File: config.mk
export PLATFORM = sky130hd
export DESIGN_NAME = mdio_phy_responder
export DESIGN_NICKNAME = d
export VERILOG_FILES = /design/src/rtl/mdio_pkg.sv /design/src/rtl/mdio_sync_edge.sv /design/src/rtl/mdio_phy_responder.sv
export SDC_FILE = /design/constraint.sdc
export NUM_CORES = 1
export LEC_CHECK = 0
export ABC_AREA = 1
export CAP_MARGIN = 20
export CELL_PAD_IN_SITES_DETAIL_PLACEMENT = 2
export CELL_PAD_IN_SITES_GLOBAL_PLACEMENT = 2
export CORE_MARGIN = 3
export CORE_UTILIZATION = 40
export CTS_CLUSTER_DIAMETER = 150
export CTS_CLUSTER_SIZE = 30
export DETAILED_ROUTE_END_ITERATION = 16
export PLACE_DENSITY = 0.94
export SLEW_MARGIN = 10
export SYNTH_ARGS = -nofsm -noshare
export SYNTH_HDL_FRONTEND = slang
export SYNTH_SLANG_ARGS = --single-unit
File: constraint.sdc
create_clock -name i_clk -period 8.9 [get_ports i_clk]
set_clock_uncertainty 0.2 [all_clocks]
set_input_delay 1.78 -clock i_clk [delete_from_list [all_inputs] [get_ports i_clk]]
set_output_delay 1.78 -clock i_clk [all_outputs]
set_load 0.02 [all_outputs]
File: src/rtl/mdio_pkg.sv
// Shared constants for the clause-22 MDIO PHY responder: opcodes, register
// addresses, frame bit positions, FSM encoding and BMCR bit positions.
package mdio_pkg;

   // Clause-22 opcodes as they appear on the wire (b2 is the MSB)
   localparam logic [1:0] MDIO_OP_RD = 2'b10;
   localparam logic [1:0] MDIO_OP_WR = 2'b01;

   // Implemented register addresses
   localparam logic [4:0] MDIO_REG_BMCR   = 5'd0;
   localparam logic [4:0] MDIO_REG_BMSR   = 5'd1;
   localparam logic [4:0] MDIO_REG_PHYID1 = 5'd2;
   localparam logic [4:0] MDIO_REG_PHYID2 = 5'd3;
   localparam logic [4:0] MDIO_REG_ANAR   = 5'd4;

   // Frame bit indices, counted from the first ST bit (b0)
   localparam logic [4:0] MDIO_B_ST1      = 5'd1;
   localparam logic [4:0] MDIO_B_OP1      = 5'd3;
   localparam logic [4:0] MDIO_B_HDR_LAST = 5'd13;
   localparam logic [4:0] MDIO_B_TA0      = 5'd14;
   localparam logic [4:0] MDIO_B_LAST     = 5'd31;

   // Preamble length; the counter saturates here
   localparam logic [5:0] MDIO_PRE_LEN = 6'd32;

   // FSM state encoding
   localparam logic [1:0] ST_PRE  = 2'd0;
   localparam logic [1:0] ST_HDR  = 2'd1;
   localparam logic [1:0] ST_TA   = 2'd2;
   localparam logic [1:0] ST_DATA = 2'd3;

   // BMCR self-clearing reset bit and BMSR preamble-suppression bit
   localparam int MDIO_BMCR_RST_BIT  = 15;
   localparam int MDIO_BMSR_PSUP_BIT = 6;

   // Only read and write are legal clause-22 opcodes
   function automatic logic mdio_op_valid(input logic [1:0] op);
      return (op == MDIO_OP_RD) || (op == MDIO_OP_WR);
   endfunction

endpackage

File: src/rtl/mdio_sync_edge.sv
// Two-flop synchronizer for MDC and MDIO plus a one-cycle MDC rising-edge
// pulse. MDIO is taken from the same synchronizer depth so the sampled data
// bit lines up with the detected edge.
module mdio_sync_edge (
   input  logic clk,
   input  logic reset,
   input  logic mdc,
   input  logic md,
   output logic md_sync,
   output logic rise
);

   logic [1:0] mdc_ff;
   logic [1:0] md_ff;
   logic       mdc_prev;

   // Synchronize both lines and remember the previous synchronized MDC
   always_ff @(posedge clk or posedge reset) begin
      if (reset) begin
         mdc_ff   <= 2'b00;
         md_ff    <= 2'b00;
         mdc_prev <= 1'b0;
      end else begin
         mdc_ff   <= {mdc_ff[0], mdc};
         md_ff    <= {md_ff[0], md};
         mdc_prev <= mdc_ff[1];
      end
   end

   assign md_sync = md_ff[1];
   assign rise    = mdc_ff[1] & ~mdc_prev;

endmodule

File: src/rtl/mdio_phy_responder.sv
// PHY-side clause-22 MDIO responder. Decodes frames from the MAC, answers
// reads from a small register set (BMCR, BMSR, PHYID1/2, ANAR) and stores
// writes to BMCR/ANAR. All protocol actions happen on synchronized MDC
// rising edges.
// Optional build macro: MDIO_PREAMBLE_SUPPRESS_EN -- after a completed frame a
// single preamble 1 is enough before ST, and BMSR bit 6 reads as 1.
module mdio_phy_responder
   import mdio_pkg::*;
#(
   parameter logic [4:0]  P_PHY_ADDR = 5'd1,
   parameter logic [15:0] P_BMCR_RST = 16'h3100,
   parameter logic [15:0] P_BMSR     = 16'h782D,
   parameter logic [15:0] P_PHYID1   = 16'h0022,
   parameter logic [15:0] P_PHYID2   = 16'h1556,
   parameter logic [15:0] P_ANAR_RST = 16'h01E1
) (
   input  logic        i_clk,
   input  logic        i_reset,
   input  logic        i_mdc,
   input  logic        i_md,
   output logic        o_md,
   output logic        o_md_oe,
   output logic [15:0] o_bmcr,
   output logic        o_frame_done,
   output logic        o_frame_err
);

`ifdef MDIO_PREAMBLE_SUPPRESS_EN
   localparam logic [15:0] BMSR_READ = P_BMSR | (16'h0001 << MDIO_BMSR_PSUP_BIT);
`else
   localparam logic [15:0] BMSR_READ = P_BMSR;
`endif

   // Synchronized line and edge event
   logic        md_s;
   logic        rise;

   // Frame tracking
   logic [1:0]  state;
   logic [4:0]  bit_idx;
   logic [5:0]  pre_cnt;
   logic [10:0] hdr_sh;      // b2..b12, newest bit in [0]
   logic        is_read;
   logic        addr_match;
   logic [4:0]  reg_sel;
   logic [15:0] rd_sh;       // read data, next bit to drive in [15]
   logic [14:0] wr_sh;       // write data collected so far

   // Register file
   logic [15:0] bmcr;
   logic [15:0] anar;

   // Decode helpers
   logic [4:0]  reg_addr_now;
   logic [4:0]  phy_addr_now;
   logic [1:0]  op_now;
   logic [15:0] wr_value;
   logic [15:0] rd_value;
   logic        pre_start;
   logic        hdr_err;
   logic        frame_end;
   logic        drive;
   logic        short_ok;

   mdio_sync_edge u_sync (
      .clk     (i_clk),
      .reset   (i_reset),
      .mdc     (i_mdc),
      .md      (i_md),
      .md_sync (md_s),
      .rise    (rise)
   );

   assign reg_addr_now = {hdr_sh[3:0], md_s};
   assign phy_addr_now = hdr_sh[8:4];
   assign op_now       = {hdr_sh[0], md_s};
   assign wr_value     = {wr_sh, md_s};
   assign drive        = is_read & addr_match;

   // ST bit 0 is a sampled 0 after a full preamble, or after any 1 when a
   // shortened preamble is currently allowed
   assign pre_start = ~md_s &
                      ((pre_cnt == MDIO_PRE_LEN) | (short_ok & (pre_cnt != 6'd0)));

   assign hdr_err = rise && (state == ST_HDR) &&
                    (((bit_idx == MDIO_B_ST1) && !md_s) ||
                     ((bit_idx == MDIO_B_OP1) && !mdio_op_valid(op_now)));

   assign frame_end = rise && (state == ST_DATA) && (bit_idx == MDIO_B_LAST);

   // Read mux, evaluated with the complete register address on the b13 edge
   always_comb begin
      rd_value = 16'h0000;
      case (reg_addr_now)
         MDIO_REG_BMCR:   rd_value = bmcr;
         MDIO_REG_BMSR:   rd_value = BMSR_READ;
         MDIO_REG_PHYID1: rd_value = P_PHYID1;
         MDIO_REG_PHYID2: rd_value = P_PHYID2;
         MDIO_REG_ANAR:   rd_value = anar;
         default:         rd_value = 16'h0000;
      endcase
   end

`ifdef MDIO_PREAMBLE_SUPPRESS_EN
   // Shortened preamble is allowed only right after a completed frame
   always_ff @(posedge i_clk or posedge i_reset) begin
      if (i_reset) begin
         short_ok <= 1'b0;
      end else if (frame_end) begin
         short_ok <= 1'b1;
      end else if (hdr_err) begin
         short_ok <= 1'b0;
      end
   end
`else
   assign short_ok = 1'b0;
`endif

   // Frame FSM, MDIO drive and register updates
   always_ff @(posedge i_clk or posedge i_reset) begin
      if (i_reset) begin
         state        <= ST_PRE;
         bit_idx      <= 5'd0;
         pre_cnt      <= 6'd0;
         hdr_sh       <= 11'd0;
         is_read      <= 1'b0;
         addr_match   <= 1'b0;
         reg_sel      <= 5'd0;
         rd_sh        <= 16'h0000;
         wr_sh        <= 15'd0;
         bmcr         <= P_BMCR_RST;
         anar         <= P_ANAR_RST;
         o_md         <= 1'b0;
         o_md_oe      <= 1'b0;
         o_frame_done <= 1'b0;
         o_frame_err  <= 1'b0;
      end else begin
         o_frame_done <= 1'b0;
         o_frame_err  <= 1'b0;
         if (rise) begin
            case (state)
               ST_PRE: begin
                  if (md_s) begin
                     if (pre_cnt != MDIO_PRE_LEN) begin
                        pre_cnt <= pre_cnt + 6'd1;
                     end
                  end else if (pre_start) begin
                     state   <= ST_HDR;
                     bit_idx <= 5'd1;
                     pre_cnt <= 6'd0;
                     hdr_sh  <= 11'd0;
                  end else begin
                     pre_cnt <= 6'd0;
                  end
               end

               ST_HDR: begin
                  // b1 is not kept; the shift register starts filling at b2
                  if (bit_idx != MDIO_B_ST1) begin
                     hdr_sh <= {hdr_sh[9:0], md_s};
                  end
                  bit_idx <= bit_idx + 5'd1;
                  if (hdr_err) begin
                     o_frame_err <= 1'b1;
                     state       <= ST_PRE;
                     bit_idx     <= 5'd0;
                     pre_cnt     <= 6'd0;
                  end else if (bit_idx == MDIO_B_HDR_LAST) begin
                     state      <= ST_TA;
                     is_read    <= (hdr_sh[10:9] == MDIO_OP_RD);
                     addr_match <= (phy_addr_now == P_PHY_ADDR);
                     reg_sel    <= reg_addr_now;
                     rd_sh      <= rd_value;
                  end
               end

               ST_TA: begin
                  bit_idx <= bit_idx + 5'd1;
                  if (bit_idx == MDIO_B_TA0) begin
                     // Second TA bit is driven low by the PHY on reads
                     if (drive) begin
                        o_md_oe <= 1'b1;
                        o_md    <= 1'b0;
                     end
                  end else begin
                     state <= ST_DATA;
                     if (drive) begin
                        o_md <= rd_sh[15];
                     end
                     rd_sh <= {rd_sh[14:0], 1'b0};
                  end
               end

               ST_DATA: begin
                  wr_sh <= {wr_sh[13:0], md_s};
                  if (bit_idx == MDIO_B_LAST) begin
                     o_md_oe      <= 1'b0;
                     o_md         <= 1'b0;
                     o_frame_done <= addr_match;
                     state        <= ST_PRE;
                     bit_idx      <= 5'd0;
                     pre_cnt      <= 6'd0;
                     if (addr_match && !is_read) begin
                        if (reg_sel == MDIO_REG_BMCR) begin
                           // Self-clearing soft reset discards the written value
                           if (wr_value[MDIO_BMCR_RST_BIT]) begin
                              bmcr <= P_BMCR_RST;
                              anar <= P_ANAR_RST;
                           end else begin
                              bmcr <= wr_value;
                           end
                        end else if (reg_sel == MDIO_REG_ANAR) begin
                           anar <= wr_value;
                        end
                     end
                  end else begin
                     bit_idx <= bit_idx + 5'd1;
                     if (drive) begin
                        o_md <= rd_sh[15];
                     end
                     rd_sh <= {rd_sh[14:0], 1'b0};
                  end
               end

               default: begin
                  state   <= ST_PRE;
                  bit_idx <= 5'd0;
                  pre_cnt <= 6'd0;
               end
            endcase
         end
      end
   end

   assign o_bmcr = bmcr;

endmodule
==> results.yml, run 1 <==
status:
  status: "completed"
synthesis:
  synth_most_common_cell: "nand2_1"
  async_flop_share_pct: 100
  ys.flop_type: "dfrtp_1"
  yosysSeqAreaShare_pct: 49.8
  ys.warnings.count: 0
  yosys.area.top_type: "dfrtp_1"
  synth-edff-count: 0
  synth_cell_types: 38
  synthDominantCellAreaShare_pct: 45.7
  postSynthAreaPerCell_um2: 8.25
  synth_nets: 638
  ys_ff_latch: 102
  synthTopCellsByArea: "dfrtp_1, nand2_1, nand3_1"
  synth_cells: 624
  yosys-top-cells-count: "nand2_1, dfrtp_1, nand3_1"
  synth_area_um2: 5140
floorplanning:
  die_w_um: 119
  die_area_um2: 14300
  num_rows: 40
  die_height_um: 119
  io_pins: 24
  coreArea_um2: 12300
  initial_core_util_pct: 41.8
sta:
  relSlewSlack_pct: 49.6
  tns_ps: 0
  drv_slew: 0
  holdWs_ps: 164
  finalCriticalPeriod_ps: 3540
  setup_viol: 0
  min_period_over_period_pct: 39.7
  rsz0062_at_grt: "no"
  worst_pin_slew_ps: 755
  fmax_mhz: 283
  hold_viol_final: 0
clock_tree:
  cts_root_buf: "clkbuf_16"
  path_clk_slew_ps: 80
  cts_resized: 0
  tritoncts: "built"
  cts_setup_buffers: 0
  htreeDepth: 3
  clk-insertion-delay-late_ps: 380
  cts_sinks: 102
  hold_buffers: 0
  cts_buffers: 9
  clockBufferDepth: 2
critical_path:
  path_max_fanout: 3
  crit_type: "flop to output pin"
  cp-start-kind: "flop"
  max_stage_delay_ps: 620
  slowest_stage: "clkdlybuf4s50_1"
  arrival_ps: 1560
  cp-end-kind: "output pin"
  crit_chain: "clkdlybuf4s50_1"
  cp.required_ps: 6920
  cp_top_family: "buffers and inverters"
  critical_path_buf_inv_count: 1
global_route:
  grt_pass1_wl_mm: 29.8
  grt_antenna_before_repair: 0
  met2_usage_pct: 47.8
  overflow: 0
  met1_usage_pct: 32.6
  busiest_layer: "met2"
  grt_use_met3_pct: 7.22
  gr-usage-all-layers_pct: 27.4
  grt_max_degree: 54
  grt_pass1_vias: 5134
job:
  cap_violations: 0
final_layout:
  area.growth.synth_to_final_pct: 11.6
  antennaDiodeCount: 0
  fin_nets: 650
  fillerInstances: 1377
  drive_above_1_share_pct: 10.8
power_and_ir_drop:
  pwr_density_cell_nw_per_um2: 163
  ir_worst_vdd_v: 0.000306
  p_leak_nw: 2.86
  power_w: 0.000934
placed_design:
  hpwlAfterDp_mm: 11.6
  place.gp.congestion: 0.841
  port_buffers: 22
detailed_routing:
  vias: 4420
  wl_per_cell_um: 22.6
  first_pass_iters: 4
  avgViaCountPerCell: 5.46
  drc: 0
  antenna_left: 0
  first_iter_violations: 313
  wl_mm: 18.3
min_path:
  hold_path_class: "flop to flop"
final timing paths:
check | end | from | slack, ps | cells after the start
min in group asynchronous | anar[15]$_DFFE_PP0P_ | i_reset | 1660 | 2
worst max-delay path | o_bmcr[13] | o_bmcr[13]$_DFFE_PP1P_ | 5360 | 1
worst min-delay path | u_sync.md_ff[1]$_DFF_PP0_ | u_sync.md_ff[0]$_DFF_PP0_ | 160 | 0
worst min register to register | u_sync.md_ff[1]$_DFF_PP0_ | u_sync.md_ff[0]$_DFF_PP0_ | 160 | 0
max in group asynchronous | pre_cnt[3]$_DFFE_PP0P_ | i_reset | 5680 | 3
worst max register to register | anar[12]$_DFFE_PP0P_ | bit_idx[0]$_DFFE_PP0P_ | 5860 | 11
final cells by class:
type | count | area [um2] | area share, %
Timing Repair Buffer | 24 | 243 | 4.23
Tap cell | 168 | 210 | 3.66
Clock buffer | 11 | 243 | 4.23
Sequential cell | 102 | 2560 | 44.6
Multi-Input combinational cell | 431 | 2160 | 37.6
Clock inverter | 5 | 65.1 | 1.13
Inverter | 68 | 260 | 4.53
report_power, final:
part / leakage (nW) / internal [W] / switching (W) / total (W)
clock: 0.151 / 0.000230 / 0.000197 / 0.000427
combinational: 1.32 / 0.00000887 / 0.0000263 / 0.0000351
sequential: 1.38 / 0.000467 / 0.00000445 / 0.000471
total: 2.86 / 0.000705 / 0.000228 / 0.000934
flip-flops by register name, summed over array words and instances (netlist names), named ones only:
| name | count |
|---|---|
| anar | 16 |
| rd_sh | 16 |
| o_bmcr | 15 |
| wr_sh | 15 |
| hdr_sh | 11 |
| pre_cnt | 6 |
| bit_idx | 5 |
| reg_sel | 5 |
| u_sync.md_ff | 2 |
| u_sync.mdc_ff | 2 |
| addr_match | 1 |
| is_read | 1 |
| o_frame_done | 1 |
| o_frame_err | 1 |
| o_md | 1 |
| o_md_oe | 1 |
| state | 1 |
| u_sync.mdc_prev | 1 |
cell usage in the layout (no fill, tap or decap), types with 2 or more instances in the layout:
cell and instances:
nor3_4 3, nor2_4 2, nand2_1 216, nor2_8 3
inv_2 10, a31oi_1 6, nand3_4 3, nor2_1 31
inv_1 56, a21boi_1 4, dfstp_2 8, inv_6 3
o21ai_2 6, o21ai_1 5, a21oi_1 14, dfrtp_1 94
nand4_1 4, a21boi_0 2, nand3_2 2, clkdlybuf4s50_1 22
nor2_2 4, o21ai_0 29, xor2_1 3, inv_4 2
nand2_2 7, clkbuf_16 9, nand3_1 67, nor3_1 3
ha_1 10
logic make-up after synthesis:
logic type | share of synthesized area, %
AND/OR/NAND/NOR | 31.3
flip-flops | 49.8
buffers and inverters | 8.24
AO/OA/AOI/OAI | 7.59
adder cells (fa/ha/maj) | 2.43
XOR/XNOR | 0.511
other | 0.0729
per-stage QoR:
step                      std cells  area, um2  worst slack [ps]  utilization (%)
after floorplan                 624       5140              4260                -
after global placement          792       5420              5260             44.0
after detailed placement        792       5420              5190             44.0
after CTS                       808       5730              5350             46.5
after global routing            809       5740              5330             46.6
final                           809       5740              5360             46.6
layer usage:
| layer | share of wire, % | vias up |
|---|---|---|
| met5 | 0 | - |
| met4 | 3.1 | 0 |
| met3 | 4.2 | 41 |
| met2 | 52 | 98 |
| met1 | 41 | 2286 |
| li1 | - | 1995 |
No activity file was read; power rests on OpenSTA's default activity.
==> run 2: changes to the inputs <==
- CORE_UTILIZATION: 40 -> 33
- PLACE_DENSITY: 0.94 -> 0.84
- clock period: 8.9 -> 2.9 ns (I/O delays scaled with it)
==> results.yml, run 2 (synthesized netlist as in run 1, its figures left out) <==
status:
  status: "completed"
clock_tree:
  cts_sinks: 102
  tritoncts: "built"
  cts_root_buf: "clkbuf_16"
  clockBufferDepth: 2
  cts_setup_buffers: 0
  cts_resized: 0
  htreeDepth: 3
  hold_buffers: 0
  path_clk_slew_ps: 80
  clk-insertion-delay-late_ps: 360
  cts_buffers: 9
detailed_routing:
  avgViaCountPerCell: 5.07
  antenna_left: 0
  first_pass_iters: 4
  first_iter_violations: 165
  wl_mm: 14.9
  drc: 0
  vias: 4226
  wl_per_cell_um: 17.9
final_layout:
  area.growth.synth_to_final_pct: 12.9
  fillerInstances: 1719
  antennaDiodeCount: 0
  fin_area_um2: 5810
  fin_nets: 655
  fin_util_pct: 38.2
  reg_top3: "anar (16), rd_sh (16)"
  final_common_cell: "nand2_1"
  drive_above_1_share_pct: 11.5
  mostFrequentLayoutCells: "nand2_1, dfrtp_1, nand3_1"
placed_design:
  placed_cell_area_um2: 5500
  hpwlAfterDp_mm: 10.5
  place.gp.congestion: 0.779
  port_buffers: 22
sta:
  min_period_over_period_pct: 84.8
  hold_viol_final: 0
  relSlewSlack_pct: 62.8
  setup_viol: 0
  drv_slew: 0
  fmax_mhz: 406
  finalCriticalPeriod_ps: 2460
  rsz0062_at_grt: "no"
  worst_pin_slew_ps: 558
  tns_ps: 0
min_path:
  hold_path.startpoint: "u_sync.md_ff[0]$_DFF_PP0_"
  hold_path_class: "flop to flop"
power_and_ir_drop:
  p_leak_nw: 2.88
  power_w: 0.00284
  ir_worst_vdd_v: 0.000316
  pwr_density_cell_nw_per_um2: 489
critical_path:
  cp_top_family: "simple AND/OR/NAND/NOR gates"
  arrival_ps: 2560
  slowest_stage: "dfrtp_1"
  crit_type: "flop to flop"
  cp-end-kind: "flop"
  cp.required_ps: 3000
  critical_path_buf_inv_count: 3
  path_max_fanout: 24
  r2r_start: "bit_idx[0]$_DFFE_PP0P_"
  crit_chain: "ha_1 > inv_1 > nor2_1 > ha_1 > inv_1 > nor2_1 > nor2_2 > nand3_4 > inv_2 > nand3_1 > nand2_1"
  cp-start-kind: "flop"
  max_stage_delay_ps: 440
  crit_path_start: "bit_idx[0]$_DFFE_PP0P_"
floorplanning:
  initial_core_util_pct: 33.8
  die_height_um: 131
  num_rows: 45
  die_area_um2: 17100
  io_pins: 24
  coreArea_um2: 15200
  die_w_um: 131
global_route:
  grt_pass1_wl_mm: 25.5
  grt_antenna_before_repair: 0
  overflow: 0
  grt_pass1_vias: 4696
  grt_max_degree: 103
  gr-usage-all-layers_pct: 19.0
job:
  cap_violations: 0
-- run 2: cell types whose count changed in the layout (fill, tap and decap cells not counted), sizes merged --
| cell | delta |
|---|---|
| buf | +5 |
| clkbuf | -1 |
| clkinvlp | +1 |
-- run 2: stage by stage --
step | setup slack, ps | std cells | hold WS, ps
floorplan | 894 | 624 | 131
global placement | 630 | 818 | 136
detailed placement | 488 | 818 | 136
CTS | 421 | 834 | 152
global route | 285 | 834 | 174
finish | 440 | 834 | 148
-- run 2: cell type report --
cell class                 instances  area, um2  area share (%)
clock buffer                      10        229            3.94
clock inverter                     6       76.3            1.31
inverter                          68        262            4.50
multi-input combinational        431       2160            37.2
sequential                       102       2560            44.1
tap                              188        235            4.05
timing repair buffer              29        285            4.91
-- run 2: final timing paths --
path,to,slack (ps),depth (start not counted)
setup / recovery,rd_sh[0]$_DFFE_PP0P_,440,11
hold / removal,u_sync.md_ff[1]$_DFF_PP0_,150,0
setup reg to reg,rd_sh[0]$_DFFE_PP0P_,440,11
hold reg to reg,u_sync.md_ff[1]$_DFF_PP0_,150,0
max in group asynchronous,u_sync.mdc_ff[0]$_DFF_PP0_,1550,3
min in group asynchronous,reg_sel[3]$_DFFE_PP0P_,530,3
-- run 2: power by group --
part | total (W) | internal [W] | switching (W)
logic | 0.000106 | 0.0000301 | 0.0000764
clock network | 0.00129 | 0.000688 | 0.000601
registers | 0.00144 | 0.00143 | 0.0000110
total | 0.00284 | 0.00215 | 0.000688
-- run 2: metal layers --
metal / track usage [%] / up-vias / share of wire (%)
li1: - / 2013 / -
met1: 25.7 / 2157 / 47
met2: 31.7 / 39 / 49
met3: 3.29 / 17 / 2.1
met4: 5.14 / 0 / 1.4
met5: 0 / - / 0
